**src/rtl/dbpsk_frame_serializer.sv**
```systemverilog
// Serializes preamble, sync word, length, payload and CRC-8 MSB-first, one bit per clock,
// into the DBPSK modulator's data/trigger inputs. Payload bytes arrive over a valid/ready handshake.
module dbpsk_frame_serializer #(
    parameter int          PREAMBLE_BITS = 16,
    parameter logic [7:0]  SYNC_WORD     = 8'hD3,
    parameter logic [7:0]  CRC_POLY      = 8'h07
) (
    input  logic       clock,
    input  logic       reset,
    input  logic       start,
    input  logic [7:0] frame_len,
    input  logic [7:0] s_data,
    input  logic       s_valid,
    output logic       s_ready,
    output logic       output_bit,
    output logic       output_en,
    output logic       busy,
    output logic       done,
    output logic       underrun
);

    typedef enum logic [2:0] {
        S_IDLE,
        S_PRE,
        S_SYNC,
        S_LEN,
        S_PAY,
        S_CRC
    } state_t;

    localparam logic [7:0] PRE_LAST = 8'(PREAMBLE_BITS - 1);

    state_t      r_state;
    logic [7:0]  r_cnt;
    logic [6:0]  r_shift;
    logic [7:0]  r_len;
    logic [7:0]  r_bytes_left;
    logic [7:0]  r_crc;
    logic        r_out_bit;
    logic        r_out_en;
    logic        r_busy;
    logic        r_done;
    logic        r_underrun;
    logic        r_s_ready;

    // CRC register as it will be after absorbing the bit on the line this cycle
    logic        w_fb;
    logic [7:0]  w_crc_next;
    logic        w_in_crc_field;
    logic        w_last_field_byte;

    assign w_fb           = r_out_bit ^ r_crc[7];
    assign w_crc_next     = {r_crc[6:0], 1'b0} ^ (w_fb ? CRC_POLY : 8'h00);
    assign w_in_crc_field = (r_state == S_LEN) || (r_state == S_PAY);
    assign w_last_field_byte = ((r_state == S_LEN) && (r_len == 8'd0)) ||
                               ((r_state == S_PAY) && (r_bytes_left == 8'd1));

    always_ff @(posedge clock) begin
        if (reset) begin
            r_state      <= S_IDLE;
            r_cnt        <= 8'd0;
            r_shift      <= 7'd0;
            r_len        <= 8'd0;
            r_bytes_left <= 8'd0;
            r_crc        <= 8'd0;
            r_out_bit    <= 1'b0;
            r_out_en     <= 1'b0;
            r_busy       <= 1'b0;
            r_done       <= 1'b0;
            r_underrun   <= 1'b0;
            r_s_ready    <= 1'b0;
        end else begin
            r_done     <= 1'b0;
            r_underrun <= 1'b0;
            r_s_ready  <= 1'b0;
            case (r_state)
                S_IDLE: begin
                    if (start) begin
                        r_len     <= frame_len;
                        r_crc     <= 8'd0;
                        r_cnt     <= 8'd0;
                        r_state   <= S_PRE;
                        r_out_en  <= 1'b1;
                        r_busy    <= 1'b1;
                        r_out_bit <= 1'b1;
                    end
                end
                S_PRE: begin
                    if (r_cnt == PRE_LAST) begin
                        r_state   <= S_SYNC;
                        r_cnt     <= 8'd0;
                        r_shift   <= SYNC_WORD[6:0];
                        r_out_bit <= SYNC_WORD[7];
                    end else begin
                        r_cnt <= r_cnt + 8'd1;
                    end
                end
                default: begin
                    if (w_in_crc_field)
                        r_crc <= w_crc_next;
                    if (r_cnt != 8'd7) begin
                        r_cnt     <= r_cnt + 8'd1;
                        r_out_bit <= r_shift[6];
                        r_shift   <= {r_shift[5:0], 1'b0};
                        // Request the next byte one bit early so it can follow without a gap
                        if ((r_cnt == 8'd6) && w_in_crc_field && !w_last_field_byte)
                            r_s_ready <= 1'b1;
                    end else begin
                        r_cnt <= 8'd0;
                        if (r_state == S_SYNC) begin
                            r_state   <= S_LEN;
                            r_shift   <= r_len[6:0];
                            r_out_bit <= r_len[7];
                        end else if (r_state == S_CRC) begin
                            r_state   <= S_IDLE;
                            r_out_en  <= 1'b0;
                            r_busy    <= 1'b0;
                            r_out_bit <= 1'b0;
                            r_done    <= 1'b1;
                        end else if (w_last_field_byte) begin
                            r_state   <= S_CRC;
                            r_shift   <= w_crc_next[6:0];
                            r_out_bit <= w_crc_next[7];
                        end else if (r_s_ready && s_valid) begin
                            r_state      <= S_PAY;
                            r_shift      <= s_data[6:0];
                            r_out_bit    <= s_data[7];
                            r_bytes_left <= (r_state == S_LEN) ? r_len : (r_bytes_left - 8'd1);
                        end else begin
                            r_state    <= S_IDLE;
                            r_out_en   <= 1'b0;
                            r_busy     <= 1'b0;
                            r_out_bit  <= 1'b0;
                            r_underrun <= 1'b1;
                        end
                    end
                end
            endcase
        end
    end

    assign s_ready    = r_s_ready;
    assign output_bit = r_out_bit;
    assign output_en  = r_out_en;
    assign busy       = r_busy;
    assign done       = r_done;
    assign underrun   = r_underrun;

endmodule

```
**config.mk**
```make
export PLATFORM = sky130hd
export DESIGN_NAME = dbpsk_frame_serializer
export DESIGN_NICKNAME = d
export VERILOG_FILES = /design/src/rtl/dbpsk_frame_serializer.sv
export SDC_FILE = /design/constraint.sdc
export NUM_CORES = 1
export LEC_CHECK = 0
export CAP_MARGIN = 20
export CORE_MARGIN = 4
export CORE_UTILIZATION = 51
export CTS_BUF_LIST = sky130_fd_sc_hd__clkbuf_8 sky130_fd_sc_hd__clkbuf_16
export DETAILED_ROUTE_END_ITERATION = 8
export PLACE_DENSITY_LB_ADDON = 0.3
export SLEW_MARGIN = 0
export SYNTH_ARGS = -nofsm -noshare
export SYNTH_HDL_FRONTEND = slang
export SYNTH_SLANG_ARGS = --single-unit
```
**constraint.sdc**
```tcl
create_clock -name clock -period 2.1 [get_ports clock]
set_clock_uncertainty 0.2 [all_clocks]
set_input_delay 0.42 -clock clock [delete_from_list [all_inputs] [get_ports clock]]
set_output_delay 0.42 -clock clock [all_outputs]
set_load 0.03 [all_outputs]
```
### Yosys cells after proc, flatten, opt, wreduce, memory -nomap -nowiden

Cells that the tools add are included.

* mux-type cells: 40
* add/subtract/negate cells: 2
* reductions and logical operators: 23
* bitwise gates (word level): 9
* equality and inequality tests: 17

Operators by type and width (number)
* $mux W7: 6
* $mux W8: 5
* $pmux W8 S2: 2
* $mux W3: 8
* $mux W1: 15
* $pmux W7 S2: 1
* $reduce_and A6 Y1: 2
* $add A8 B1 Y8 const B: 1
* $eq A8 B1 Y1 const B: 1
* $eq A8 B3 Y1 const B: 1
* $eq A8 B4 Y1 const B: 1
* $logic_not A8 Y1: 1
* $ne A8 B3 Y1 const B: 1
* $sub A8 B1 Y8 const B: 1
* $xor A8 B3 Y8: 1
* $not A1 Y1: 7
* $reduce_or A7 Y1: 1
* $eq A3 B2 Y1 const B: 2
* $eq A3 B3 Y1 const B: 2
* $ne A3 B1 Y1 const B: 2
* $pmux W3 S2: 1
* $reduce_and A3 Y1: 2
* $logic_and A1 B1 Y1: 5
* $reduce_bool A5 Y1: 1
* other kinds (16): 21

* word-level logic and storage cells: 102
* output and inout bits: 6
* bits of input ports: 20
* flip-flop bits (word level): 47

### Depth between registers and ports, before layout

Gate-level depths: netlist of run 1.

* word-level depth: 8
* depth in mapped cells: 8
* depth with buffers taken out: 7

### Least setup slack after synthesis of run 1

Ideal clock, no wire load.

* kind: register to register
* from: register r_cnt[0]
* to: register r_shift[0]
* buffers on the path: 1
* clock period less this slack: 2.315 ns
* setup time: 0.091 ns
* arrival time: 2.024 ns
* data required time: 1.809 ns
* slack: -0.215 ns
* cell stages (with the launch flop): 8
* path through: dfxtp_1 -> ha_1 -> or3b_2 -> or2_1 -> buf_6 -> a2111oi_4 -> nor3_1 -> a311oi_1

* longest elaborated chain between the ends: 3
* elaborated cells on any way between the ends: 8
* classes of those cells: 4 x eq/ne; 2 x mux; 2 x reduce/logical

RTL lines
* from (decl): line 34 `logic [7:0] r_cnt;`
* from (signal assigned): line 95 `r_cnt <= r_cnt + 8'd1;`
* from (signal assigned): line 102 `r_cnt <= r_cnt + 8'd1;`
* $ne A8 B3 Y1 / $eq A8 B4 Y1 (equally long branches): line 101, 89
* $ne A4 B3 Y1 (no line) (tied with other cells)
* $reduce_and A4 Y1 (no line) / $pmux W7 S2 (equally long branches)
* to (signal assigned): line 104 `r_shift <= {r_shift[5:0], 1'b0};`
* to (signal assigned): line 112 `r_shift <= r_len[6:0];`
* to (signal assigned): line 122 `r_shift <= w_crc_next[6:0];`
* to (decl): line 35 `logic [6:0] r_shift;`

Several ways; a longest one is shown, not always the timed one.
A chain may end at the register's enable or synchronous reset.

### Final worst setup path of run 1

* from: register r_cnt[7]
* to: register r_shift[1]

Same word-level chain as after synthesis.

==> impl_results.md, run 1 <==
* Max Clk Rate at 424 MHz
* Num rows at 26
* Register Area at 945 um2
* Initial antenna violation count at 0
* Pleak at 1.44 nW
* Worst Reg-to-Reg Cells at 7
* WL per Instance at 17.4 um
* Mapped Nets at 363
* Die height at 80.4 um
* Worst Min Path Start: r_crc[7]
* Cell Area, Synth at 2680 um2
* Post-Synthesis Cells at 339
* # port buffers at 25
* Power per cell area at 482 nW/um2
* Initial Utilization at 52.4%
* Core region area at 5110 um2
* CTS Root Cell: clkbuf_8
* Drt pass-1 iters at 5
* Seq cells post-synth at 47
* CTS H-Tree Depth at 2
* Top-count cell post-synth: dfxtp_1
* Synth top cells by count: 47 x dfxtp_1, 38 x a21oi_1, 37 x nand2_1, 28 x nor2_1
* First-iteration detailed-routing DRC count at 293
* Total power at 1.82 mW
* Setup crit start: r_cnt[7]
* ANT cells at 0
* Crit. End Element: register
* Routed Antenna Nets at 0
* Hold Path Stages at 2
* Top_reg_cell synth: dfxtp_1
* Vias in the first global route at 2632
* Finish-stage setup viols at 16
* Gpl congestion at 0.935
* I/O pins at 26
* Crit Path Category: register to register
* Number of filler cells placed in the layout at 373
* Period Utilization, post-route at 112%
* Number of CTS-inserted buffers at 5
* DRC viols at 0
* Number of synthesized flops with an enable pin at 0
* Area growth, synth to finish at 41.1%
* Fin crit period at 2.36 ns
* Clk sinks at 47
* Dominant cell type by area after synthesis: dfxtp_1
* RSZ-0062 raised after global routing: true
* CP cell instances: or4b_4 -> buf_6 -> nor4_4 -> mux2i_2 -> buf_4 -> a21oi_2 -> a311oi_1
* GRT overflow at 0
* Crit Reg-Reg Endpoint: r_shift[1]
* Slowest Stage Delay on Critical Path at 0.57 ns
* Multi-input gate area at 1850 um2
* Largest net degree at the start of global routing at 21
* Die area at 6470 um2
* Nets@finish at 434
* Warnings from Yosys at 0
* Total length of routed wires at 8.35 mm
* Final Non-Filler Cells at 481
* Post-synth ARST share at 0%
* CTS tree: built
* Fin. Hold Viols at 0
* Hold Path Sink: r_crc[7]
* Headroom to the max-slew limit at 69.8%
* R2R Setup Slk at -0.26 ns
* Share of the synthesized area in the top cell type at 35.2%
* Total track usage at 25.2%
* DIE WIDTH at 80.4 um
* FF-to-FF Start: r_cnt[7]
* Clock-pin slew on the worst setup and hold paths at 0.09 ns
* Max_cap viols at 0
* Avg Inst Size Synth at 7.89 um2
* First-pass GRT wire length at 12.8 mm
* Worst Setup Start Kind: register
* Clk_lat worst skew at 0.31 ns
* Worst hold path type: register to register
* Worst setup margin at -0.258 ns
* Area contributors post-synth: dfxtp_1 35%, a21oi_1 7.1%, nand2_1 5.2%
* Critical Path RT at 2.12 ns
* Share of layout cells above drive strength 1 at 28.5%
* CP Max Fanout at 5
* Via density at 6.04
* Hold Buf Count CTS at 0
* Detailed placer's ending HPWL at 5.64 mm
* Worst IR drop on VDD at 0.327 mV
* Dpl cells at 464
* Worst slew pin tran at 0.452 ns
* Sequential fraction of the synthesis area at 35.2%
* Slowest CP cell: or4b_4
* Final Max Slew Viols at 0
* Vias at 2903
* Failing checks: setup timing
* Arrival @ worst endpoint at 2.37 ns
* Outcome: complete, but fails checks
* Longest Clk Path Bufs at 2
* Cell variety after synth at 58
## routing by layer
| metal | wire length (um) | global-route usage [%] | part of all wire, % | up-vias |
|---|---|---|---|---|
| li1 | - | - | - | 1379 |
| met5 | 0 | 0 | 0 | - |
| met3 | 643 | 3.70 | 7.7 | 32 |
| met1 | 3620 | 34.7 | 43 | 1353 |
| met2 | 3880 | 40.2 | 46 | 139 |
| met4 | 203 | 8.28 | 2.4 | 0 |
## registers in the layout, summed over array words and instances, names as in the netlist
register	count
busy	1
done	1
output_bit	1
r_bytes_left	8
r_cnt	8
r_crc	8
r_len	8
r_shift	7
r_state	3
s_ready	1
underrun	1
## cells by family (layout without fill, tap and decap cells)
logic type | Yosys count | in the layout | synth area share (%)
AO/OA/AOI/OAI | 94 | 94 | 22.9
XOR/XNOR | 10 | 10 | 3.27
adder cells (fa/ha/maj) | 4 | 4 | 1.87
buffers and inverters | 34 | 105 | 5.66
flip-flops | 47 | 47 | 35.2
multiplexers | 6 | 6 | 2.29
AND/OR/NAND/NOR | 144 | 145 | 28.8
## how the worst max path moves through the flow
stage / end / slack (ns) / cells past startpoint
final: r_shift[1] / -0.26 / 7
after global routing: r_shift[1] / -0.32 / 7
after CTS: r_shift[0] / -0.18 / 7
after detailed placement: r_shift[0] / -0.34 / 6
after global placement: r_shift[1] / -0.22 / 6
after floorplan: r_shift[1] / -0.02 / 6
## layout by cell type, fill, tap and decap left out, types with 4 or more instances in the layout
| master | n |
|---|---|
| dfxtp_1 | 44 |
| nor2_1 | 27 |
| a21oi_1 | 29 |
| nor3_1 | 10 |
| mux2i_1 | 4 |
| o21ai_2 | 4 |
| clkbuf_8 | 5 |
| inv_1 | 11 |
| buf_6 | 6 |
| a311oi_1 | 5 |
| o21ai_0 | 8 |
| clkdlybuf4s50_1 | 25 |
| xor2_1 | 5 |
| and3_1 | 7 |
| a21o_1 | 6 |
| a21oi_2 | 9 |
| buf_4 | 54 |
| nand2_1 | 37 |
| nand3_1 | 14 |
| a21boi_0 | 4 |
| xnor2_1 | 5 |
| nand4_1 | 6 |
## worst max-delay path, delay by kind of cell, from the launching register on
family	cells	cell delay, ns
compound gates	2	0.33
buf+inv	2	0.34
flops	1	0.33
mux	1	0.28
simple gates	2	0.80
## cell type report
| cell class | instances | share of cell area, % |
|---|---|---|
| clock buffer | 5 | 1.82 |
| clock inverter | 3 | 0.431 |
| inverter | 10 | 0.995 |
| multi-input combinational | 259 | 49.0 |
| sequential | 47 | 25.0 |
| tap | 70 | 2.32 |
| timing repair buffer | 87 | 20.4 |
## per-stage QoR
stage,hold slack [ns],setup WS [ns],util (%),TNS [ns],instance area (um2)
2_1_floorplan,0.241,-0.0246,-,-0.0547,2760
3_3_place_gp,0.252,-0.223,65.9,-3.75,3370
3_5_place_dp,0.261,-0.342,65.9,-5.42,3370
4_1_cts,0.274,-0.176,69.9,-1.49,3570
5_1_grt,0.300,-0.316,73.9,-3.67,3770
6_report,0.278,-0.258,73.9,-2.34,3770
## power breakdown
part	internal, mW	switching, mW	total (mW)
Combinational	0.154	0.179	0.333
Sequential	0.917	0.0253	0.942
Clock	0.228	0.317	0.545
Total	1.30	0.521	1.82
## repair_timing
item                                    4_1_cts  5_1_grt
endpoints found under the setup margin       28       29
gates cloned                                  1        1
gates resized for setup                      23       33
pin swaps                                     9        8
hold endpoints to repair                      0        0
buffers inserted                              4        3
Note: power is estimated with default switching activity, not from simulation.
==> run 2: changes to the inputs <==
==> constraint.sdc (replaced) <==
create_clock -name clock -period 2.1 [get_ports clock]
set_clock_uncertainty 0.2 [all_clocks]
set_input_delay 0.315 -clock clock [delete_from_list [all_inputs] [get_ports clock]]
set_output_delay 0.315 -clock clock [all_outputs]
set_load 0.03 [all_outputs]
==> impl_results.md, run 2 (same netlist as run 1, synthesis figures left out) <==
* Number of filler cells placed in the layout at 397 (was 373)
* Arrival @ worst endpoint at 2.34 ns (was 2.37 ns)
* CP Max Fanout at 6 (was 5)
* Worst hold path type: register to register (unchanged)
* Nets@finish at 433 (was 434)
* RSZ-0062 raised after global routing: true (unchanged)
* ANT cells at 0 (unchanged)
* Period Utilization, post-route at 111% (was 112%)
* Area growth, synth to finish at 39.5% (was 41.1%)
* Die height at 80.4 um (unchanged)
* Outcome: complete, but fails checks (unchanged)
* Most frequent cells in the layout: 50 x buf_4, 43 x dfxtp_1, 37 x nand2_1, 34 x a21oi_1, 26 x nor2_1 (was 54 x buf_4, 44 x dfxtp_1, 37 x nand2_1, 29 x a21oi_1, 27 x nor2_1)
* Max_cap viols at 0 (unchanged)
* Max Clk Rate at 428 MHz (was 424 MHz)
* Most common cell after layout, fill and taps aside: buf_4 (unchanged)
* Failing checks: setup timing (unchanged)
* DRC viols at 0 (unchanged)
* Crit. End Element: register (unchanged)
* Dpl cells at 464 (unchanged)
* Headroom to the max-slew limit at 70.5% (was 69.8%)
* Vias at 2980 (was 2903)
* Vias in the first global route at 2773 (was 2632)
* GRT overflow at 0 (unchanged)
* Sum Neg Setup Slack at -3.51 ns (was -2.34 ns)
* Worst Setup Start Kind: register (unchanged)
* Num rows at 26 (unchanged)
* Detailed placer's ending HPWL at 5.77 mm (was 5.64 mm)
* Final Non-Filler Cells at 480 (was 481)
* Via density at 6.21 (was 6.04)
* Total track usage at 26.3% (was 25.2%)
* Clock-pin slew on the worst setup and hold paths at 0.09 ns (about the same)
* Worst IR drop on VDD at 0.337 mV (was 0.327 mV)
* CTS H-Tree Depth at 2 (unchanged)
* First-pass GRT wire length at 13.3 mm (was 12.8 mm)
* Pleak at 1.43 nW (was 1.44 nW)
* WL per Instance at 17.6 um (was 17.4 um)
* Worst slack, placed at -0.359 ns (was -0.342 ns)
* Gpl congestion at 0.902 (was 0.935)
* Routed Antenna Nets at 0 (unchanged)
* CTS Root Cell: clkbuf_8 (unchanged)
* Power per cell area at 502 nW/um2 (was 482 nW/um2)
* Clk_lat worst skew at 0.31 ns (about the same)
* Final Max Slew Viols at 0 (unchanged)
* Crit Path Category: register to register (unchanged)
* Drt pass-1 iters at 5 (unchanged)
* Fin crit period at 2.33 ns (was 2.36 ns)
* Finish-stage setup viols at 25 (was 16)
* Largest net degree at the start of global routing at 31 (was 21)
* CTS tree: built (unchanged)
* # port buffers at 25 (unchanged)
* Worst slew pin tran at 0.441 ns (was 0.452 ns)
* I/O pins at 26 (unchanged)
* DIE WIDTH at 80.4 um (unchanged)
* Initial Utilization at 52.4% (unchanged)
* Initial antenna violation count at 0 (unchanged)
* Fin. Hold Viols at 0 (unchanged)
* Clk sinks at 47 (unchanged)
* First-iteration detailed-routing DRC count at 327 (was 293)
* Total length of routed wires at 8.46 mm (was 8.35 mm)
* Core region area at 5110 um2 (unchanged)
* Die area at 6470 um2 (unchanged)
* Longest Clk Path Bufs at 2 (unchanged)
* Share of layout cells above drive strength 1 at 26.6% (was 28.5%)
* Worst setup margin at -0.235 ns (was -0.258 ns)
* Critical Path RT at 2.11 ns (was 2.12 ns)
* Number of CTS-inserted buffers at 5 (unchanged)
-- run 2: changes by cell type in the layout (fill, tap and decap cells not counted), sizes merged --
cell   before  now
buf        61   62
inv        11   10
nand3      18   17
-- run 2: final cells by class --
| class | count | area, um2 | share of cell area [%] |
|---|---|---|---|
| multi-input cells | 258 | 1790 | 48.0 |
| flip-flops and latches | 47 | 946 | 25.4 |
| repair buffers | 87 | 769 | 20.6 |
| well taps | 70 | 87.6 | 2.35 |
| clock buffers | 6 | 82.6 | 2.21 |
| inverters | 10 | 37.5 | 1.01 |
| clock inverters | 2 | 16.3 | 0.436 |
-- run 2: routing by layer --
| layer | part of all wire, % | vias to the layer above | global-route usage [%] |
|---|---|---|---|
| met3 | 7.3 | 30 | 4.82 |
| met5 | 0 | - | 0 |
| li1 | - | 1376 | - |
| met2 | 48 | 159 | 42.8 |
| met4 | 3.1 | 0 | 11.0 |
| met1 | 42 | 1415 | 33.9 |
-- run 2: worst max-delay path, cell delays in order, from the launching register on --
cell	delay, ns
dfxtp_2	0.33
or4b_4	0.56
buf_6	0.15
nor4_4	0.11
buf_4	0.17
mux2i_4	0.34
a21oi_2	0.11
a311oi_2	0.27
-- run 2: path summary, 6_finish.rpt --
check	startpoint	endpoint	slack, ns	cells after the start
max	r_cnt[7]	r_shift[4]	-0.23	7
min	r_crc[7]	r_crc[7]	0.28	2
max reg2reg	r_cnt[7]	r_shift[4]	-0.23	7
min reg2reg	r_crc[7]	r_crc[7]	0.28	2
-- run 2: power breakdown --
group,total (mW),switching [mW],internal [mW]
combinational,0.326,0.175,0.151
sequential,0.950,0.0329,0.917
clock,0.597,0.327,0.269
total,1.87,0.535,1.34
-- run 2: repair_timing --
action | in CTS | in global routing
resized for setup | 26 | 23
hold buffers | 0 | 0
setup endpoints to repair | 27 | 28
buffers inserted | 5 | 3
pin swaps | 11 | 13
-- run 2: stage by stage --
stage	util (%)	total power, mW	area (um2)	hold WS [ns]
global route	73.1	1.94	3730	0.309
floorplan	-	1.12	2760	0.241
CTS	70.6	1.87	3610	0.283
finish	73.1	1.87	3730	0.277
detailed placement	66.1	1.27	3380	0.270
global placement	66.1	1.27	3380	0.252
